--- config.mk ---
export PLATFORM = sky130hd
export DESIGN_NAME = regfile_wb_arbiter
export DESIGN_NICKNAME = d
export VERILOG_FILES = /design/src/rtl/regfile_wb_arbiter.sv
export SDC_FILE = /design/constraint.sdc
export NUM_CORES = 1
export LEC_CHECK = 0
export BUFFER_PORTS_ARGS = -buffer_cell sky130_fd_sc_hd__buf_2
export CAP_MARGIN = 10
export CORE_MARGIN = 4
export CORE_UTILIZATION = 51
export CTS_CLUSTER_SIZE = 8
export DETAILED_ROUTE_END_ITERATION = 16
export PLACE_DENSITY = 0.81
export SLEW_MARGIN = 15
export SYNTH_ARGS = -nofsm -noshare
export SYNTH_HDL_FRONTEND = slang
export SYNTH_SLANG_ARGS = --single-unit
--- constraint.sdc ---
create_clock -name clk -period 2.12 [get_ports clk]
set_clock_uncertainty 0.1 [all_clocks]
set_input_delay 0.106 -clock clk [delete_from_list [all_inputs] [get_ports clk]]
set_output_delay 0.106 -clock clk [all_outputs]
set_load 0.005 [all_outputs]
--- src/rtl/regfile_wb_arbiter.sv ---
// Write-side arbiter for the register file: merges ALU results and FIFO-buffered load returns.
// Optional: define WB_LOAD_BYPASS_EN to let a load into an idle unit skip the FIFO.
module regfile_wb_arbiter #(
  parameter int DEPTH = 4
) (
  input  logic        clk,
  input  logic        reset,
  input  logic        alu_valid,
  input  logic [4:0]  alu_reg,
  input  logic [31:0] alu_data,
  output logic        alu_ready,
  input  logic        mem_valid,
  input  logic [4:0]  mem_reg,
  input  logic [31:0] mem_data,
  output logic        mem_ready,
  input  logic [4:0]  pend_reg,
  output logic        pend_hit,
  output logic        RegWrite,
  output logic [4:0]  WriteReg,
  output logic [31:0] WriteData
);

  localparam int PW = $clog2(DEPTH);
  localparam int CW = PW + 1;
  localparam logic [CW-1:0] FULL = CW'(DEPTH);

  typedef enum logic [1:0] {SEL_IDLE, SEL_POP, SEL_ALU, SEL_BYP} sel_t;

  logic [4:0]    freg  [DEPTH];
  logic [31:0]   fdata [DEPTH];
  logic [DEPTH-1:0] fvld;
  logic [PW-1:0] wptr, rptr;
  logic [CW-1:0] count;

  logic full, empty, mem_acc, enq, pop;
  sel_t sel;

  assign full      = (count == FULL);
  assign empty     = (count == '0);
  assign alu_ready = !full;
  assign mem_ready = !full;
  assign mem_acc   = mem_valid && !full;

  // Output-slot priority: full FIFO first, then ALU, then FIFO drain.
  always_comb begin
    sel = SEL_IDLE;
    if (full)
      sel = SEL_POP;
    else if (alu_valid)
      sel = SEL_ALU;
    else if (!empty)
      sel = SEL_POP;
`ifdef WB_LOAD_BYPASS_EN
    else if (mem_acc && (mem_reg != '0))
      sel = SEL_BYP;
`endif
  end

  assign pop = (sel == SEL_POP);
  assign enq = mem_acc && (mem_reg != '0) && (sel != SEL_BYP);

  always_ff @(posedge clk or posedge reset) begin
    if (reset) begin
      RegWrite  <= 1'b0;
      WriteReg  <= '0;
      WriteData <= '0;
    end else begin
      unique case (sel)
        SEL_POP: begin
          RegWrite  <= 1'b1;
          WriteReg  <= freg[rptr];
          WriteData <= fdata[rptr];
        end
        SEL_ALU: begin
          RegWrite  <= (alu_reg != '0);
          WriteReg  <= alu_reg;
          WriteData <= alu_data;
        end
        SEL_BYP: begin
          RegWrite  <= 1'b1;
          WriteReg  <= mem_reg;
          WriteData <= mem_data;
        end
        default: RegWrite <= 1'b0;
      endcase
    end
  end

  always_ff @(posedge clk or posedge reset) begin
    if (reset) begin
      count <= '0;
      wptr  <= '0;
      rptr  <= '0;
      fvld  <= '0;
    end else begin
      // Enqueue and pop never target the same slot: that needs empty-with-pop or full-with-enqueue.
      if (pop) begin
        rptr       <= rptr + 1'b1;
        fvld[rptr] <= 1'b0;
      end
      if (enq) begin
        wptr       <= wptr + 1'b1;
        fvld[wptr] <= 1'b1;
      end
      if (enq && !pop)
        count <= count + 1'b1;
      else if (pop && !enq)
        count <= count - 1'b1;
    end
  end

  always_ff @(posedge clk) begin
    if (enq) begin
      freg[wptr]  <= mem_reg;
      fdata[wptr] <= mem_data;
    end
  end

  always_comb begin
    pend_hit = 1'b0;
    if (pend_reg != '0) begin
      if (RegWrite && (WriteReg == pend_reg))
        pend_hit = 1'b1;
      for (int unsigned i = 0; i < DEPTH; i++)
        if (fvld[i] && (freg[i] == pend_reg))
          pend_hit = 1'b1;
    end
  end

endmodule

After elaboration in Yosys (flattened, before gate mapping)

Memories as Yosys holds them, arrays and structs flattened.
Cells that the tools add are included.

Register bits after elaboration: 49
Memory bits (writable): 148
Bits of input ports: 83
Logic and storage cells: 74
Memories: 2

$add $sub $neg: 4
Magnitude comparators: 4
Equal/unequal tests: 10
Multiplexer cells: 22
Bitwise logic cells: 3
Reduce and logical (&&, ||, !) cells: 22

Memory list:

| memory | depth | bits a word | rd ports | clocked after memory_dff | wr ports | line | RTL |
|---|---|---|---|---|---|---|---|
| fdata  | 4     | 32          | 1        | 0                        | 1        | 30   | `logic [31:0] fdata [DEPTH];` |
| freg   | 4     | 5           | 5        | 0                        | 1        | 29   | `logic [4:0] freg [DEPTH];` |

Operator list:

| kind                                                              | count |
|---|---|
| case mux 32 bit (3 select lines)                                  | 1 |
| == test 5 bit                                                     | 5 |
| case mux 5 bit (3 select lines)                                   | 1 |
| nonzero test 5 bit                                                | 3 |
| logical AND 1 bit                                                 | 12 |
| 2-to-1 mux 1 bit                                                  | 11 |
| 2-to-1 mux 4 bit                                                  | 2 |
| less-than comparator 2 x 3 -> 1 bit, second input constant        | 2 |
| 2-to-1 mux 3 bit                                                  | 2 |
| adder 2 x 1 -> 2 bit, second input constant                       | 2 |
| bitwise AND 4 bit                                                 | 1 |
| demux 1 bit (select 2 bit)                                        | 2 |
| == test 2 bit, second input constant                              | 2 |
| greater-or-equal comparator 2 x 1 -> 1 bit, second input constant | 2 |
| 2-to-1 mux 2 bit                                                  | 2 |
| inverter 4 bit                                                    | 1 |
| OR 4 bit                                                          | 1 |
| adder 3 x 1 -> 3 bit, second input constant                       | 1 |
| == test 3 bit, second input constant                              | 1 |
| zero test 1 bit                                                   | 3 |
| zero test 3 bit                                                   | 1 |
| nonzero test 3 bit                                                | 1 |
| subtractor 3 x 1 -> 3 bit, second input constant                  | 1 |
| == test 2 x 1 -> 1 bit, second input constant                     | 1 |
| other kinds (4)                                                   | 4 |

Depth between registers and ports, before layout

Gate-level depths: netlist (run 1).

Depth in word-level cells: 10
Gate-level depth with buffers: 11

Least setup slack after synthesis (run 1)

No wires, ideal clock.

Path type: register -> register
From: reg count[0]
To: mem fdata[0][0], enable pin
Library setup time: 399 ps
Arrival: 1894 ps
Required time: 1621 ps
Setup slack: -272 ps
Cell stages (with the launch flop): 5
Clock period less this slack: 2392 ps
Cells stage by stage: dfrtp_1 -> nor2_1 -> nand2_1 -> o311a_1 -> and2_1

Elaborated cells between the ends (all ways): 12
Those cells by class: 2 x eq/ne; 5 x mux; 5 x reduce/logical

RTL lines:

| what                                   | line | RTL |
|---|---|---|
| start: declaration                     | 33   | `logic [CW-1:0] count;` |
| start signal: assignment               | 106  | `count <= count + 1'b1;` |
| start signal: assignment               | 108  | `count <= count - 1'b1;` |
| == test 3 bit                          | 38   | `assign full = (count == FULL);` |
| zero test 1 bit                        | -    |  |
| named net alu_ready                    | 11   | `output logic alu_ready,` |
| logical AND 1 bit                      | 42   | `assign mem_acc = mem_valid && !full;` |
| logical AND 1 bit (2 in series)        | 60   | `assign enq = mem_acc && (mem_reg != '0) && (sel != SEL_BYP);` |
| named net enq                          | 35   | `logic full, empty, mem_acc, enq, pop;` |
| 2-to-1 mux 1 bit                       | 113  | `if (enq) begin` |
| 2-to-1 mux 1 bit (not written as such) | 115  | `fdata[wptr] <= mem_data;` |
| end: declaration                       | 30   |  |

The timed path passes the listed nets, and every way through them passes these cells.

Worst setup path after layout (run 1)

From: reg WriteReg[4]
To: out pend_hit

Longest elaborated chain between the ends: 8

Ends and longest elaborated chain:

| what                           | line | RTL |
|---|---|---|
| start: declaration             | 19   | `output logic [4:0] WriteReg,` |
| start signal: assignment       | 71   | `WriteReg <= freg[rptr];` |
| start signal: assignment       | 76   | `WriteReg <= alu_reg;` |
| start signal: assignment       | 81   | `WriteReg <= mem_reg;` |
| == test 5 bit                  | 122  | `if (RegWrite && (WriteReg == pend_reg))` |
| logical AND 1 bit              | 122  |  |
| 2-to-1 mux 1 bit               | 122  |  |
| 2-to-1 mux 1 bit (4 in series) | 125  | `if (fvld[i] && (freg[i] == pend_reg))` |
| 2-to-1 mux 1 bit               | 121  | `if (pend_reg != '0) begin` |
| end: declaration               | 17   | `output logic pend_hit,` |

No other way between the ends.

==> metrics.txt, run 1 <==
GR Overflow Total=0; Die X=between 100 and 150 µm; CP most frequent cell=nand3_1; largest net degree at the start of global routing=50; Cell variety after synth=30; crit-path leading delay family=simple AND/OR/NAND/NOR gates; initial core utilization=52.4%; pwr dens=around 1200 nW/µm²; Final TNS setup=0 ns; DRC violations left=0; Ant. Diodes=0; Post-Place Setup Slack=approximately 0.020 ns; Avg WL per Cell=18.6 µm; Mapped Area=around 8000 µm²; Cells after Synth=roughly 460; Total Nets Final=roughly 770; PnR worst setup slack=roughly 0.080 ns; post-route non-filler standard cell count=897; Worst setup SP type=flop; Core Box Area=about 15000 µm²; Crit path largest cell delay=0.42 ns; DIE HEIGHT=133 µm; sequential-to-total area share from yosys stat=71.0%; ANT nets after route=0; fin crit share=96.2%; worst path arrival time=between 1.5 and 2 ns; aggregate routed wire length=16700 µm; fmax=about 0.49 GHz; critical path type=flop to primary output; # clock sinks=between 150 and 200; leakage dissipation=4.05 nW; Area Overhead vs Synth=30.6%; row count=45; Final Hold Viols=0; vias in the first global route=5080; yosys warns=0; vias per inst=5.24; synthesis-stage register bit count=197; CP required=between 1.5 and 2 ns; CTS buffer count=17; most frequent cells in the layout=edfxtp_1, buf_2, dlygate4sd3_1; Clock Latency Late Sink=approximately 0.42 ns; CTS tree=yes; initial antenna violation count=0; DRT Pass-1 Iters=5; worst path cell trace=xor2_1 -> nor4_1 -> nand3_1 -> nand3_1 -> o22a_1 -> buf_2; Clock Path Buffers=2; Rel. slew slack=between 50 and 60%; total setup buffers inserted after CTS=0; adder-cell area share of the yosys netlist=~1.7%; Initial DRC Count=a little under 400; vias post-DR=4700; clock root cell=clkbuf_16; num ports=124; max-slew violations=0; share of layout cells above drive strength 1=around 34%; Final HPWL DP=between 10000 and 15000 µm; Clock Pin Slew Worst Setup and Hold Paths=around 0.060 ns; worst hold-check path type=input pin to flop; Synth Area in Simple Gates=3.62%; largest family of logic cells by synthesized area=multiplexers; critical path peak fanout=3; total die area=17700 µm²; Filler Cells Inserted=approximately 1000; commonest non-fill, non-tap cell in the layout=edfxtp_1; Final GP Congestion=approximately 0.77; Max Cap Viol=0; post-synthesis mux area share=between 10% and 20%; CP Capture Type=primary output; Crit-path slowest cell=dfrtp_1; Final min period=about 2 ns; dpl cells=between 700 and 800; peak supply drop=between 0.7 and 0.8 mV; PortBufs=around 120; Syn Nets=roughly 550; gr usage total=between 10% and 20%; XOR/XNOR share of the synthesized area=3.29%; RSZ-0062 raised after global routing=yes; outcome=finished, final reports clean; Core Util, Final=slightly below 70%; endpoints failing setup=0; first-pass GRT wire length=27000 µm; syn_area_per_cell=17.5 µm²; H-tree depth=4; Slew @ Worst Pin=0.700 ns; WP buf/inv=1; Compound-Gate Fraction of Synth Area=roughly 3.5%
[sequential cells by signal, indices dropped and copies added, names as in the netlist]
register   count
RegWrite       1
wptr           2
WriteData     32
WriteReg       5
rptr           2
freg          20
count          3
fvld           4
fdata        128
[synthesized netlist by cell type]
master | number | area (µm²)
xnor2_1 | 8 | 70.1
edfxtp_1 | 148 | 4440
nor2_1 | 3 | 11.3
a21o_1 | 4 | 30.0
nor3_1 | 1 | 5.00
fa_1 | 1 | 20.0
buf_12 | 1 | 20.0
dfrtp_1 | 49 | 1230
o311a_1 | 1 | 10.0
nand3_1 | 6 | 30.0
xor2_1 | 22 | 193
a222oi_1 | 5 | 50.1
mux4_2 | 37 | 833
buf_2 | 2 | 10.0
buf_6 | 1 | 11.3
nor4_1 | 5 | 31.3
nand2_1 | 41 | 154
nor4_2 | 1 | 12.5
ha_1 | 9 | 113
mux2i_1 | 32 | 320
mux2_2 | 1 | 11.3
and2_1 | 5 | 31.3
a31oi_1 | 1 | 6.26
or3_1 | 1 | 6.26
inv_1 | 12 | 45.0
buf_4 | 6 | 45.0
or4_1 | 1 | 7.51
clkbuf_1 | 16 | 60.1
o22a_1 | 1 | 8.76
o21ai_0 | 35 | 175
[path summary, 6_finish.rpt]
check                         startpoint            end  slack (ns)  depth (start not counted)
max                          WriteReg[4]       pend_hit        0.08                          6
min                            mem_valid        wptr[0]        0.12                          4
max reg2reg                     count[1]       count[1]        0.14                          7
min reg2reg                WriteData[20]  WriteData[20]        0.38                          2
max in group asynchronous          reset        rptr[0]        1.09                          4
min in group asynchronous          reset  WriteData[19]        0.32                          4
[what timing repair did]
action / in CTS / in global routing
resized for setup: 1 / 1
pin swaps: 0 / 2
hold buffers: 75 / 0
hold endpoints to repair: 235 / 0
endpoints found under the setup margin: 1 / 1
[metal layers]
layer  up-vias  wire (µm)  track usage (%)
met5         -          0                0
met4         0        358             7.54
met3        30        805             4.23
met2       142       9020             35.5
met1      2353       6500             24.0
li1       2175          -                -
[layout make-up]
| class | instances | area [µm²] | share of cell area (%) |
|---|---|---|---|
| Sequential cell | 197 | 5670 | 54.4 |
| Multi-Input combinational cell | 221 | 2170 | 20.8 |
| Timing Repair Buffer | 224 | 1660 | 15.9 |
| Clock buffer | 19 | 443 | 4.25 |
| Tap cell | 211 | 264 | 2.53 |
| Clock inverter | 13 | 180 | 1.73 |
| Inverter | 12 | 45.0 | 0.432 |
[tightest hold or removal path, stage by stage]
cell and delay [ns]:
buf_2 0.08, o311a_1 0.19, buf_4 0.16, xnor2_1 0.06
[metrics by stage]
step / instance area, µm² / total power, W / hold slack, ns
floorplan: 8010 / 0.00820 / 0.105
global placement: 9050 / 0.00950 / 0.215
detailed placement: 9050 / 0.00968 / 0.224
CTS: 10400 / 0.0131 / 0.0975
global route: 10400 / 0.0137 / 0.138
finish: 10400 / 0.0130 / 0.119
[where the power goes]
part	switching [W]	leakage, nW	internal (W)
logic	0.00194	1.82	0.00202
clock network	0.00132	0.302	0.00200
registers	0.000494	1.93	0.00525
total	0.00376	4.05	0.00927
[kinds of logic after synthesis]
kind of cell / after synthesis
xor+xnor: 30
flops: 197
simple gates: 64
fa+ha+maj: 10
mux: 70
compound gates: 47
buf+inv: 38
(Power assumes the default switching activity.)
==> run 2, diff against run 1 <==
--- a/config.mk
+++ b/config.mk
@@ -8,10 +8,10 @@
 export BUFFER_PORTS_ARGS = -buffer_cell sky130_fd_sc_hd__buf_2
 export CAP_MARGIN = 10
 export CORE_MARGIN = 4
-export CORE_UTILIZATION = 51
+export CORE_UTILIZATION = 56
 export CTS_CLUSTER_SIZE = 8
 export DETAILED_ROUTE_END_ITERATION = 16
-export PLACE_DENSITY = 0.81
+export PLACE_DENSITY = 0.84
 export SLEW_MARGIN = 15
 export SYNTH_ARGS = -nofsm -noshare
 export SYNTH_HDL_FRONTEND = slang
==> constraint.sdc (replaced) <==
create_clock -name clk -period 2.2 [get_ports clk]
set_clock_uncertainty 0.1 [all_clocks]
set_input_delay 0.33 -clock clk [delete_from_list [all_inputs] [get_ports clk]]
set_output_delay 0.33 -clock clk [all_outputs]
set_load 0.005 [all_outputs]
==> run 2 against run 1 <==
The run now ends with negative setup slack left. Non-clock buffer count is 67 lower. Highest routed layer unchanged. Largest cell class unchanged. Clock power fell by 7.8%. Routed wire length increased by 1.4%.
==> metrics.txt, run 2 (synthesis results as in run 1) <==
outcome=finished, violations left; failing checks=negative setup slack; first-pass GRT wire length=26400 µm (-2.2%); Total Nets Final=699 (-8.7%); largest net degree at the start of global routing=37 (-26%); vias per inst=5.65 (+7.8%); DIE HEIGHT=127 µm (-4.3%); leakage dissipation=3.76 nW (-7.0%); CP required=1.77 ns (-0.14 ns); peak supply drop=0.680 mV (-7.0%); Worst Setup SP=freg[3][2]; register area=5670 µm² (unchanged); DRC violations left=0 (unchanged); H-tree depth=4 (unchanged); total die area=16200 µm² (-8.4%); Filler Cells Inserted=885 (-12%); endpoints failing setup=1 (+1); Slew @ Worst Pin=0.504 ns (-0.196 ns); CP Capture Type=primary output; initial core utilization=57.3% (+5.0 points); max-slew violations=0 (unchanged); share of layout cells above drive strength 1=38.3% (+4.8 points); dpl cells=758 (-4.1%); Reg2Reg Setup Slack=0.14 ns (about the same); aggregate routed wire length=16900 µm (+1.4%); Core Box Area=13900 µm² (-8.7%); Die X=127 µm (-4.3%); critical path peak fanout=2 (-1); Clock Pin Slew Worst Setup and Hold Paths=0.08 ns (+0.02 ns); commonest non-fill, non-tap cell in the layout=edfxtp_1; Final TNS setup=-0.0135 ns (-0.0135 ns); Rel. slew slack=66.3% (+13 points); Core Util, Final=70.1% (+1.7 points); worst path arrival time=1.78 ns (-0.05 ns); Final min period=2.21 ns; PortBufs=123 (unchanged); Max Cap Viol=0 (unchanged); reg2reg path depth=7 (unchanged); M1 WL=6560 µm (+0.92%); most frequent cells in the layout=edfxtp_1, buf_2, dfrtp_1; dpl cell area=9050 µm² (unchanged); worst hold-check path type=input pin to flop; Clock Latency Late Sink=0.43 ns (about the same); RSZ-0062 raised after global routing=yes; Top reg by flops=fdata; Worst setup SP type=flop; met3 routed WL=929 µm (+15%); post-route non-filler standard cell count=800 (-11%); CTS tree=yes; worst hold path stage count=1 (-3); Final Hold Viols=0 (unchanged); GR Overflow Total=0 (unchanged); ANT nets after route=0 (unchanged); clock root cell=clkbuf_16; PnR worst setup slack=-0.0135 ns (-0.0937 ns); r2r startpoint=count[0]; Final GP Congestion=0.822 (+7.1%); FF-to-FF End=count[1]; pwr dens=1270 nW/µm² (+1.6%); critical path type=flop to primary output; largest registers=fdata x128, WriteData x32, freg x20; # clock sinks=197 (unchanged); DRT Pass-1 Iters=5 (unchanged); row count=43 (-4.4%); gr usage total=21.8% (+1.8 points); Area Overhead vs Synth=22.2%; CTS buffer count=17 (unchanged); hold wc startpoint=mem_data[17]; fmax=~0.45 GHz; top sig layer=met4; met2 wire len=9020 µm (about the same); Final HPWL DP=11300 µm (+4.0%); fin crit share=101%; max reg flops=128 (unchanged); hold endpoint=fdata[0][17]; Clock Path Buffers=2 (unchanged); vias post-DR=4518 (-3.9%); Multi-input gate area=2200 µm² (+1.7%); num ports=124 (unchanged); initial antenna violation count=1 (+1); vias in the first global route=4904 (-3.5%); Non-Filler Cell Area, Final=9770 µm² (-6.4%); Initial DRC Count=458 (+16%); Avg WL per Cell=21.1 µm (+14%)
## run 2: cell count changes in the layout (fill, tap and decap cells not counted), sizes merged
cell / change
clkinv: -4
bufinv: -3
clkbuf: -2
buf: +1
diode: +1
clkinvlp: +2
dlygate4sd3: -68
inv: +7
## run 2: worst max-delay path by stage
stage | to | slack [ns] | cells past startpoint
floorplan | count[1] | 0.004 | 6
global placement | count[1] | -0.08 | 7
detailed placement | count[1] | -0.13 | 7
CTS | pend_hit | -0.02 | 6
global route | pend_hit | -0.16 | 6
finish | pend_hit | -0.01 | 6
## run 2: metrics by stage
step                setup slack (ns)  power (W)  hold slack (ns)
finish                       -0.0135     0.0124           0.0155
global route                  -0.160     0.0130         0.000832
CTS                          -0.0245     0.0125          0.00252
detailed placement            -0.132    0.00940            0.289
global placement             -0.0809    0.00916            0.278
floorplan                    0.00410    0.00790            0.329
## run 2: layer usage
layer / global-route usage (%) / vias up
met3: 4.14 / 30
met1: 27.2 / 2277
met2: 37.6 / 166
met5: 0 / -
li1: - / 2045
met4: 9.27 / 0
## run 2: final cells by class
class                   count  area share, %
diodes                      1         0.0256
well taps                 180           2.31
repair buffers            157           10.5
clock buffers              17           4.36
multi-input cells         221           22.6
inverters                  12          0.461
clock inverters            15           1.68
flip-flops and latches    197           58.1
## run 2: worst max-delay path, cell delays in order, from the launching register on
cell,delay (ns)
edfxtp_1,0.42
xor2_1,0.19
nor4_2,0.30
nand3_1,0.14
nand2_1,0.08
o22a_1,0.12
buf_2,0.11
## run 2: what timing repair did
| action | CTS | global route |
|---|---|---|
| hold endpoints to repair | 42 | 0 |
| resized for setup | 2 | 4 |
| buffers inserted | 2 | 0 |
| setup endpoints to repair | 1 | 1 |
| hold buffers | 7 | 0 |
| pin swaps | 8 | 4 |
## run 2: power by group
part	total [W]	leakage [nW]	internal, W	switching, W
registers	0.00555	1.93	0.00506	0.000496
logic	0.00379	1.56	0.00191	0.00188
clock network	0.00306	0.280	0.00161	0.00144
==> run 3, diff against run 2 <==
--- a/config.mk
+++ b/config.mk
@@ -5,13 +5,14 @@
 export SDC_FILE = /design/constraint.sdc
 export NUM_CORES = 1
 export LEC_CHECK = 0
+export ABC_AREA = 1
 export BUFFER_PORTS_ARGS = -buffer_cell sky130_fd_sc_hd__buf_2
 export CAP_MARGIN = 10
 export CORE_MARGIN = 4
 export CORE_UTILIZATION = 56
 export CTS_CLUSTER_SIZE = 8
 export DETAILED_ROUTE_END_ITERATION = 16
-export PLACE_DENSITY = 0.84
+export PLACE_DENSITY = 0.83
 export SLEW_MARGIN = 15
 export SYNTH_ARGS = -nofsm -noshare
 export SYNTH_HDL_FRONTEND = slang
==> run 3 against run 2 <==
Worst setup slack better by 0.15 ns. Clock power is 4% higher. Critical path type is now flop to flop. Sequential share of layout area shrank 2.3 points. Area after synthesis rose by 7.9%. Largest cell class unchanged. Die area rose by 7.4%. Final area up 4.2%. The flow now finishes without violations. Sequential power is essentially flat.
==> metrics.txt, run 3 <==
PnR worst setup slack=0.133 ns (+0.146 ns); Top reg by flops=fdata; gr usage total=22.2% (+0.36 points); critical path peak fanout=5 (+3); PortBufs=123 (unchanged); worst hold-check path type=input pin to flop; Post-synth EDFFs=148 (unchanged); share of layout cells above drive strength 1=27.6% (-11 points); largest registers=fdata x128, WriteData x32, freg x20; CP most frequent cell=inv_1; outcome=finished, final reports clean; Final HPWL DP=11900 µm (+4.8%); initial antenna violation count=2 (+1); sequential-to-total area share from yosys stat=65.8% (-5.2 points); leakage dissipation=4.08 nW (+8.3%); Rel. slew slack=42.0% (-24 points); worst path arrival time=2.28 ns (+0.50 ns); Reg2Reg Setup Slack=0.13 ns (about the same); Synth Flop Type=edfxtp_1; CP required=2.41 ns (+0.64 ns); # clock sinks=197 (unchanged); largest family of logic cells by synthesized area=compound AO/OA/AOI/OAI gates; met3 routed WL=1120 µm (+21%); reg2reg path depth=8 (+1); most numerous cell in the Yosys netlist=nor2_1; row count=45 (+4.7%); Initial DRC Count=517 (+13%); CTS buffer count=17 (unchanged); XOR/XNOR share of the synthesized area=0.508% (-2.8 points); met2 wire len=9470 µm (+5.0%); clock root cell=clkbuf_16; endpoints failing setup=0 (-1); aggregate routed wire length=18800 µm (+11%); Compound-Gate Fraction of Synth Area=14.2% (+11 points); worst path cell trace=nor2_4 -> nand2_4 -> nand3_2 -> inv_1 -> ha_1 -> inv_1 -> fa_1 -> mux2_2; DRC violations left=0 (unchanged); Die X=132 µm (+3.6%); Worst setup SP type=flop; post-route non-filler standard cell count=1101 (+38%); fmax=0.484 GHz (+7.1%); Clock Path Buffers=2 (unchanged); total die area=17400 µm² (+7.4%); Final TNS setup=0 ns (+0.0135 ns); Total Nets Final=993 (+42%); RSZ-0062 raised after global routing=no; commonest cells in the netlist=nor2_1, edfxtp_1, nand2_1; num ports=124 (unchanged); post-synthesis mux area share=0.131% (-14 points); Avg WL per Cell=17.0 µm (-19%); vias post-DR=5919 (+31%); Cell variety after synth=31 (+3.3%); GR Overflow Total=0 (unchanged); Crit-path slowest cell=dfrtp_1; top sig layer=met5; largest net degree at the start of global routing=50 (+35%); Async S/R FF share, synth=24.9% (unchanged); most frequent cells in the layout=nor2_1, edfxtp_1, buf_2; DIE HEIGHT=132 µm (+3.6%); Syn Nets=863 (+57%); DRT Pass-1 Iters=5 (unchanged); Post-Place Setup Slack=0.126 ns (+0.258 ns); Max Cap Viol=0 (unchanged); Final GP Congestion=0.909 (+11%); Cells after Synth=770 (+69%); Slew @ Worst Pin=0.869 ns (+0.365 ns); synthesis-stage register bit count=197 (unchanged); Clock Pin Slew Worst Setup and Hold Paths=0.07 ns (about the same); vias per inst=5.38 (-4.8%); dpl cells=1063 (+40%); Clock Latency Late Sink=0.43 ns (about the same); initial core utilization=56.9% (-0.42 points); adder-cell area share of the yosys netlist=1.54% (-0.12 points); worst hold path stage count=1 (unchanged); peak supply drop=0.890 mV (+31%); max-slew violations=0 (unchanged); Mapped Area=8620 µm² (+7.9%); max reg flops=128 (unchanged); yosys warns=0 (unchanged); Synth Area in Simple Gates=13.2% (+9.5 points); syn_area_per_cell=11.2 µm² (-36%); total setup buffers inserted after CTS=0 (-2); Core Box Area=15100 µm² (+8.7%); leading post-synthesis cells by cell area=edfxtp_1, dfrtp_1, nor2_1; CP Capture Type=flop; Crit path largest cell delay=0.44 ns (+0.02 ns); pwr dens=1340 nW/µm² (+5.4%); fin crit share=94.0% (-6.6 points); Final Hold Viols=0 (unchanged); M1 WL=7980 µm (+22%); top-area cell type share of the netlist area=51.5% (-4.1 points); ANT nets after route=0 (unchanged); Area Overhead vs Synth=18.0%; CTS tree=yes; Ant. Diodes=0 (-1); first-pass GRT wire length=30000 µm (+14%); Final min period=2.07 ns (-0.146 ns); Synth area leader=edfxtp_1; vias in the first global route=5807 (+18%); H-tree depth=4 (unchanged); critical path type=flop to flop; Core Util, Final=67.2% (-2.9 points)
==> run 3: changes by cell type after synthesis, sizes merged, moves of 6 or more <==
cell | before | now
xnor2 | 8 | 2
o21ai | 35 | 181
buf | 10 | 29
o211ai | 0 | 7
nor4 | 6 | 0
nand2 | 41 | 112
xor2 | 22 | 3
nor2 | 3 | 157
a21oi | 0 | 7
mux2i | 32 | 0
mux4 | 37 | 0
inv | 12 | 34
nand3 | 6 | 13
==> run 3: critical path: cells and delay by family, from the launching register on <==
family                   cells  cell delay [ns]
buffers and inverters        2             0.16
AND/OR/NAND/NOR              3             0.35
multiplexers                 1             0.28
flip-flops                   1             0.44
adder cells (fa/ha/maj)      2             0.62
==> run 3: layout make-up <==
class,count,area (µm²)
clock buffer,21,470
clock inverter,11,148
fill,1106,4970
inverter,35,133
multi-input combinational,498,2570
sequential,197,5670
tap,188,235
timing repair buffer,151,941
==> run 3: worst paths after layout <==
check                             startpoint           end
worst max register to register      count[0]      count[1]
worst min-delay path            mem_data[31]  fdata[1][31]
worst max-delay path                count[0]      count[1]
min in group asynchronous              reset  WriteData[5]
max in group asynchronous              reset       rptr[0]
worst min register to register  WriteData[8]  WriteData[8]
==> run 3: stage by stage <==
stage / power, W / hold WS [ns] / cell area, µm²
finish: 0.0136 / 0.0158 / 10200
global route: 0.0145 / 0.00198 / 10200
CTS: 0.0137 / 0.00115 / 10100
detailed placement: 0.0105 / 0.309 / 9500
global placement: 0.0103 / 0.303 / 9500
floorplan: 0.00896 / 0.329 / 8630
==> run 3: power by group <==
group	internal [W]	leakage, nW	switching [W]	total, W
clock network	0.00188	0.294	0.00130	0.00318
logic	0.00185	1.85	0.00302	0.00487
registers	0.00507	1.93	0.000491	0.00556
==> run 3: kinds of logic after synthesis <==
| kind of cell | after synthesis |
|---|---|
| simple gates | 285 |
| compound gates | 197 |
| flops | 197 |
| buf+inv | 75 |
| fa+ha+maj | 10 |
| xor+xnor | 5 |
| mux | 1 |
==> run 3: layer usage <==
metal,vias to the layer above,global-route usage [%]
met3,17,5.34
met4,4,5.95
met1,2805,28.4
met5,-,0
li1,2899,-
met2,194,38.1
==> run 3: timing repair <==
action                                 4_1_cts  5_1_grt
resized for setup                            0        0
endpoints found under the hold margin       55       12
hold buffers                                 3        3
